## src/rtl/ahb_lite_arbiter.sv

```systemverilog
// Two-master AHB-Lite arbiter and bus mux in front of a single memory slave.
// Address-phase signals follow the current grant owner; HWDATA, HRESP and
// HREADY follow the data-phase owner. Round-robin arbitration happens only
// when the owner is IDLE, unlocked and the slave is ready, so a transfer or
// burst is never pre-empted.
module ahb_lite_arbiter #(
    parameter int ADDRWIDTH  = 32,
    parameter int DATAWIDTH  = 32,
    parameter int WAIT_LIMIT = 15
) (
    input  logic                 HCLK,
    input  logic                 HRESETn,
    // master 0 slave port
    input  logic [1:0]           M0_HTRANS,
    input  logic [ADDRWIDTH-1:0] M0_HADDR,
    input  logic                 M0_HWRITE,
    input  logic [2:0]           M0_HSIZE,
    input  logic [2:0]           M0_HBURST,
    input  logic [3:0]           M0_HPROT,
    input  logic                 M0_HMASTLOCK,
    input  logic [DATAWIDTH-1:0] M0_HWDATA,
    output logic                 M0_HREADY,
    output logic                 M0_HRESP,
    output logic [DATAWIDTH-1:0] M0_HRDATA,
    output logic                 M0_STARVE,
    // master 1 slave port
    input  logic [1:0]           M1_HTRANS,
    input  logic [ADDRWIDTH-1:0] M1_HADDR,
    input  logic                 M1_HWRITE,
    input  logic [2:0]           M1_HSIZE,
    input  logic [2:0]           M1_HBURST,
    input  logic [3:0]           M1_HPROT,
    input  logic                 M1_HMASTLOCK,
    input  logic [DATAWIDTH-1:0] M1_HWDATA,
    output logic                 M1_HREADY,
    output logic                 M1_HRESP,
    output logic [DATAWIDTH-1:0] M1_HRDATA,
    output logic                 M1_STARVE,
    // memory slave master port
    output logic                 S_HSEL,
    output logic [ADDRWIDTH-1:0] S_HADDR,
    output logic                 S_HWRITE,
    output logic [2:0]           S_HSIZE,
    output logic [2:0]           S_HBURST,
    output logic [3:0]           S_HPROT,
    output logic [1:0]           S_HTRANS,
    output logic                 S_HMASTLOCK,
    output logic [DATAWIDTH-1:0] S_HWDATA,
    output logic                 S_HREADY,
    input  logic                 S_HREADYOUT,
    input  logic                 S_HRESP,
    input  logic [DATAWIDTH-1:0] S_HRDATA
);

    localparam logic [1:0] HT_IDLE   = 2'b00;
    localparam logic [1:0] HT_NONSEQ = 2'b10;
    localparam logic [7:0] LIMIT     = 8'(WAIT_LIMIT);

    logic       grant_q, grant_d;
    logic       last_q, last_d;
    logic       dvalid_q, dvalid_d;
    logic       downer_q, downer_d;
    logic [7:0] wait0_q, wait0_d;
    logic [7:0] wait1_q, wait1_d;

    logic       req0, req1;
    logic [1:0] own_trans;
    logic       own_lock;
    logic       arb_pt;
    logic       m0_dphase, m1_dphase;
    logic       m0_ready, m1_ready;

    // Saturating stall-counter increment.
    function automatic logic [7:0] sat_inc(input logic [7:0] v);
        return (v == 8'hFF) ? v : v + 8'd1;
    endfunction

    assign req0      = (M0_HTRANS == HT_NONSEQ);
    assign req1      = (M1_HTRANS == HT_NONSEQ);
    assign own_trans = grant_q ? M1_HTRANS : M0_HTRANS;
    assign own_lock  = grant_q ? M1_HMASTLOCK : M0_HMASTLOCK;
    assign arb_pt    = S_HREADYOUT && (own_trans == HT_IDLE) && !own_lock;
    assign m0_dphase = dvalid_q && !downer_q;
    assign m1_dphase = dvalid_q && downer_q;

    // Address-phase mux: the slave sees only the grant owner's request.
    always_comb begin
        S_HADDR     = grant_q ? M1_HADDR     : M0_HADDR;
        S_HWRITE    = grant_q ? M1_HWRITE    : M0_HWRITE;
        S_HSIZE     = grant_q ? M1_HSIZE     : M0_HSIZE;
        S_HBURST    = grant_q ? M1_HBURST    : M0_HBURST;
        S_HPROT     = grant_q ? M1_HPROT     : M0_HPROT;
        S_HTRANS    = own_trans;
        S_HMASTLOCK = own_lock;
        S_HSEL      = (own_trans != HT_IDLE);
    end

    // Data-phase routing: write data, response and ready follow the data owner;
    // a master that is neither owner nor requesting sees an always-ready bus.
    always_comb begin
        S_HWDATA  = m1_dphase ? M1_HWDATA : M0_HWDATA;
        S_HREADY  = S_HREADYOUT;
        M0_HRDATA = S_HRDATA;
        M1_HRDATA = S_HRDATA;
        M0_HRESP  = m0_dphase ? S_HRESP : 1'b0;
        M1_HRESP  = m1_dphase ? S_HRESP : 1'b0;
        if (m0_dphase || !grant_q) m0_ready = S_HREADYOUT;
        else                       m0_ready = !req0;
        if (m1_dphase || grant_q)  m1_ready = S_HREADYOUT;
        else                       m1_ready = !req1;
        M0_HREADY = m0_ready;
        M1_HREADY = m1_ready;
        M0_STARVE = (wait0_q >= LIMIT);
        M1_STARVE = (wait1_q >= LIMIT);
    end

    // Round-robin grant decision, taken only at a transfer boundary.
    always_comb begin
        grant_d = grant_q;
        last_d  = last_q;
        if (arb_pt) begin
            if (req0 && req1) begin
                grant_d = !last_q;
                last_d  = !last_q;
            end else if (grant_q ? req0 : req1) begin
                grant_d = !grant_q;
                last_d  = !grant_q;
            end
        end
    end

    // Data-phase tracking advances only when the slave completes a phase.
    always_comb begin
        dvalid_d = dvalid_q;
        downer_d = downer_q;
        if (S_HREADYOUT) begin
            dvalid_d = own_trans[1];
            downer_d = grant_q;
        end
    end

    // Stall counters: count while requesting but held off, clear once ready.
    always_comb begin
        wait0_d = wait0_q;
        wait1_d = wait1_q;
        if (m0_ready)  wait0_d = 8'd0;
        else if (req0) wait0_d = sat_inc(wait0_q);
        if (m1_ready)  wait1_d = 8'd0;
        else if (req1) wait1_d = sat_inc(wait1_q);
    end

    // State registers; last resets to 1 so master 0 wins the first tie.
    always_ff @(posedge HCLK or negedge HRESETn) begin
        if (!HRESETn) begin
            grant_q  <= 1'b0;
            last_q   <= 1'b1;
            dvalid_q <= 1'b0;
            downer_q <= 1'b0;
            wait0_q  <= 8'd0;
            wait1_q  <= 8'd0;
        end else begin
            grant_q  <= grant_d;
            last_q   <= last_d;
            dvalid_q <= dvalid_d;
            downer_q <= downer_d;
            wait0_q  <= wait0_d;
            wait1_q  <= wait1_d;
        end
    end

endmodule
```

## config.mk

```make
export PLATFORM = sky130hd
export DESIGN_NAME = ahb_lite_arbiter
export DESIGN_NICKNAME = d
export VERILOG_FILES = /design/src/rtl/ahb_lite_arbiter.sv
export SDC_FILE = /design/constraint.sdc
export NUM_CORES = 1
export LEC_CHECK = 0
export CAP_MARGIN = 20
export CORE_AREA = 2 2 134 136
export DETAILED_ROUTE_END_ITERATION = 10
export DIE_AREA = 0 0 136 138
export GPL_ROUTABILITY_DRIVEN = 0
export PLACE_DENSITY = 0.56
export SLEW_MARGIN = 5
export SYNTH_ARGS = -nofsm -noshare
export SYNTH_HDL_FRONTEND = slang
export SYNTH_SLANG_ARGS = --single-unit
```

## constraint.sdc

```tcl
create_clock -name HCLK -period 3 [get_ports HCLK]
set_input_delay 0.6 -clock HCLK [delete_from_list [all_inputs] [get_ports HCLK]]
set_output_delay 0.6 -clock HCLK [all_outputs]
set_load 0.01 [all_outputs]
```

## Word-level counts from Yosys, hierarchy flattened

Cells that the tools add are included.

- Output and inout port bits: 150
- Bits in registers: 20
- Logic and storage cells: 58
- Bits of input ports: 192

- Equality and inequality tests: 6
- Mux-type cells: 21
- Reduce and logical (&&, ||, !) cells: 21
- Magnitude comparators: 2
- $add $sub $neg: 2

Operator list:

| operator | number |
|---|---|
| $mux W32 | 2 |
| $mux W8 | 6 |
| $add A8 B1 Y8 const B | 2 |
| $eq A8 B8 Y1 const B | 2 |
| $ge A8 B4 Y1 const B | 2 |
| $mux W1 | 9 |
| $reduce_bool A2 Y1 | 4 |
| $logic_not A1 Y1 | 6 |
| $mux W3 | 2 |
| $reduce_and A2 Y1 | 3 |
| $logic_and A1 B1 Y1 | 5 |
| $eq A2 B2 Y1 const B | 2 |
| $mux W4 | 1 |
| $ne A2 B2 Y1 const B | 2 |
| $logic_not A2 Y1 | 1 |
| $logic_or A1 B1 Y1 | 2 |
| $mux W2 | 1 |

## Logic depth before layout (Yosys ltp)

- Word-level depth: 6
- Gate-level depth with buffers: 5
- Gate-level depth less buffers: 5

## Least setup slack after synthesis

Ideal clock, no wire load.

- Kind: input port to output port
- From: input port M1_HTRANS[1]
- To: output port M1_HREADY
- Arrival time: 1205 ps
- Setup slack: 1195 ps
- Data required time: 2400 ps
- Path buffers: 1
- Cell stages on the path: 3
- Cells stage by stage: nor2b_1 -> buf_4 -> a21oi_2

- Cells in the longest elaborated chain, start to end: 3

Ends and longest elaborated chain:

| what | RTL line | source |
|---|---|---|
| start: declaration | 27 | `input logic [1:0] M1_HTRANS,` |
| $eq A2 B2 Y1 | 79 | `assign req1 = (M1_HTRANS == HT_NONSEQ);` |
| $logic_not A1 Y1 | 110 | `else m1_ready = !req1;` |
| $mux W1 | 109 | `if (m1_dphase \|\| grant_q) m1_ready = S_HREADYOUT;` |
| end: declaration | 35 | `output logic M1_HREADY,` |

No other way between the ends.

## Worst setup path in the final report

- From: input port S_HREADYOUT
- To: output port M0_HREADY

- Cells in the longest elaborated chain, start to end: 1

Ends and longest elaborated chain:

| what | RTL line | source |
|---|---|---|
| start: declaration | 50 | `input logic S_HREADYOUT,` |
| $mux W1 | 107 | `if (m0_dphase \|\| !grant_q) m0_ready = S_HREADYOUT;` |
| end: declaration | 22 | `output logic M0_HREADY,` |

No other way between the ends.

==> impl_metrics.toml <==
[synth]
synth_top_area_share_pct = 32.4
syn-cell-area_mm2 = 0.00264
synth.area.top_cells = "mux2_2 32%, buf_4 20%, dfrtp_1 18%, mux2i_1 2.7%, nor2_1 2.3%"
ys_warn_count = 0
synth.net_count = 472
synth-seq-cells = 19
avgSynthCellArea_um2 = 9.51
yosysTopAreaCell = "mux2_2"
synth_cell_type_count = 43
synthCells = 278
yosysSeqAreaShare_pct = 18.0

[cts]
cts_buffers = 3
clk_pin_slew_ns = 0.05
hold_buffers = 0
postCtsSetupBuffers = 0
clkLatencyLatePin_ns = 0.25
ctsLongestPathBuffers = 2
root_buffer = "clkbuf_16"
cts_resized = 0
clkSinkCount = 19
h-tree-depth = 1
cts_tree = "done"

[grt]
grt_pass1_wl_mm = 14.4
gr-total-overflow = 0
grtUsageTotal_pct = 9.65
grt_pass1_vias = 2756
grt_start_max_net_pins = 47
antenna_found_initial = 0

[place]
dp_hpwl_mm = 8.49
placedCellCount = 681
io_buffers = 245
placed_cell_area_mm2 = 0.00487
dp_slack_ns = 0.207

[job]
cap_violations = 0

[sta]
slew_headroom_pct = 75.1
holdWs_ns = 0.562
setup_slack_ns = 0.227
fmax_mhz = 361
setup_viol = 0
period_share_pct = 92.4
drv_slew = 0
min_period_ns = 2.77
finalSetupTns_ns = 0
tightest_slew_ns = 0.373
finalHoldViolCount = 0
rsz0062_at_grt = "no"
skew_ns = 0.00346

[layout]
fin_area_mm2 = 0.00495
fin_cells = 685
layout_common_cells = "245 x clkdlybuf4s50_1, 76 x mux2_2, 18 x dfrtp_1, 16 x nor2_1, 12 x nand2_1"
n_antenna_cell = 0
layout_commonest_cell = "clkdlybuf4s50_1"
final_nets = 651
syn_to_final_growth_pct = 87.2
drive_above_1_share_pct = 23.2
postLayoutCoreUtil_pct = 28.2

[critical_path]
path_class = "in2out"
crit_chain = "clkdlybuf4s50_1 > mux2_4 > clkdlybuf4s50_1"
endpoint_kind = "primary output"
crit_path_end = "M0_HREADY"
crit_arrival_ns = 2.17
cpPeakStageDelay_ns = 0.69
r2r_setup_slack_ns = 1.46
startpoint = "S_HREADYOUT"
cp_max_fo = 9
cpMostUsedCell = "clkdlybuf4s50_1"
r2r-end = "wait0_q[6]$_DFFE_PN0P_"
rr_startpoint = "wait0_q[0]$_DFFE_PN0P_"
cp.required_ns = 2.40
reg2reg_depth = 5
start_kind = "input port"
slowest_stage = "clkdlybuf4s50_1"

[floorplanning]
ioPinCount = 342
start_util_pct = 15.1
die_x_um = 136
dieArea_mm2 = 0.0188
dieHeight_um = 138
core_mm2 = 0.0175
rows = 49

[detailed_routing]
drc = 0
drt-initial-drc-count = 86
wl_mm = 9.76
ant_nets = 0
wl_per_cell_um = 14.2
dr_total_vias = 2645
viasPerCell = 3.86
first_pass_iters = 4

[power]
total_power_mw = 2.38
powerDensity_mw_per_mm2 = 481
p_leak_nw = 1.87
peakVddDrop_mv = 0.269

[min_path]
holdCritStartpoint = "wait1_q[2]$_DFFE_PN0P_"
min_path_type = "reg2reg"

[outcome]
status = "completed"
state kept, by name, summed over array words and instances, names as in the netlist:
signal	cells
wait0_q	8
wait1_q	8
downer_q	1
dvalid_q	1
grant_q	1
layer usage:
metal  vias to the layer above  part of all wire [%]  routed length, µm  GRT usage, %
met2                       153                    52               5120          18.4
met3                        21                   9.6                940          2.46
met5                         -                     0                  0             0
met4                         0                   1.2                119          1.75
met1                      1197                    37               3580          10.6
li1                       1274                     -                  -             -
logic make-up after synthesis:
family                   Yosys count  share of synthesized area [%]
AO/OA/AOI/OAI                     21                           5.87
XOR/XNOR                           4                           1.33
adder cells (fa/ha/maj)            2                          0.947
buffers and inverters             82                           22.6
flip-flops                        19                           18.0
multiplexers                      86                           36.5
AND/OR/NAND/NOR                   64                           14.8
layout make-up:
type,count,area [µm²]
clock inverter,1,5.00
sequential,19,477
inverter,4,15.0
multi-input combinational,177,1570
fill,1856,12600
timing repair buffer,252,2520
tap,229,287
clock buffer,3,75.1
Yosys cell counts, drive strengths merged:
master / number
mux2: 79
buf: 78
dfrtp: 19
nor2: 17
nand2: 12
a21oi: 10
nand3: 8
mux2i: 7
nor3: 6
o21ai: 5
a211oi: 4
inv: 4
nand4b: 4
nand4: 3
nor4: 3
and3: 2
and4: 2
ha: 2
nand2b: 2
nor3b: 2
xnor2: 2
xor2: 2
a311oi: 1
a41oi: 1
and2: 1
and2b: 1
nor2b: 1
power breakdown:
| group | internal [mW] | total (mW) | switching [mW] |
|---|---|---|---|
| clock | 0.179 | 0.277 | 0.0987 |
| sequential | 0.282 | 0.327 | 0.0445 |
| combinational | 1.11 | 1.77 | 0.660 |
worst min path at each step:
stage	endpoint	slack (ns)	depth (start not counted)
2_1_floorplan	downer_q$_DFFE_PN0P_	0.30	0
4_1_cts	wait1_q[2]$_DFFE_PN0P_	0.57	1
3_5_place_dp	wait1_q[2]$_DFFE_PN0P_	0.57	1
5_1_grt	wait1_q[2]$_DFFE_PN0P_	0.61	1
3_3_place_gp	wait1_q[2]$_DFFE_PN0P_	0.56	1
6_report	wait1_q[2]$_DFFE_PN0P_	0.56	1
critical path, delay by kind of cell:
kind | cells | cell delay [ns]
buf+inv | 2 | 1.26
mux | 1 | 0.31
Note: power is estimated with default switching activity, not from simulation.
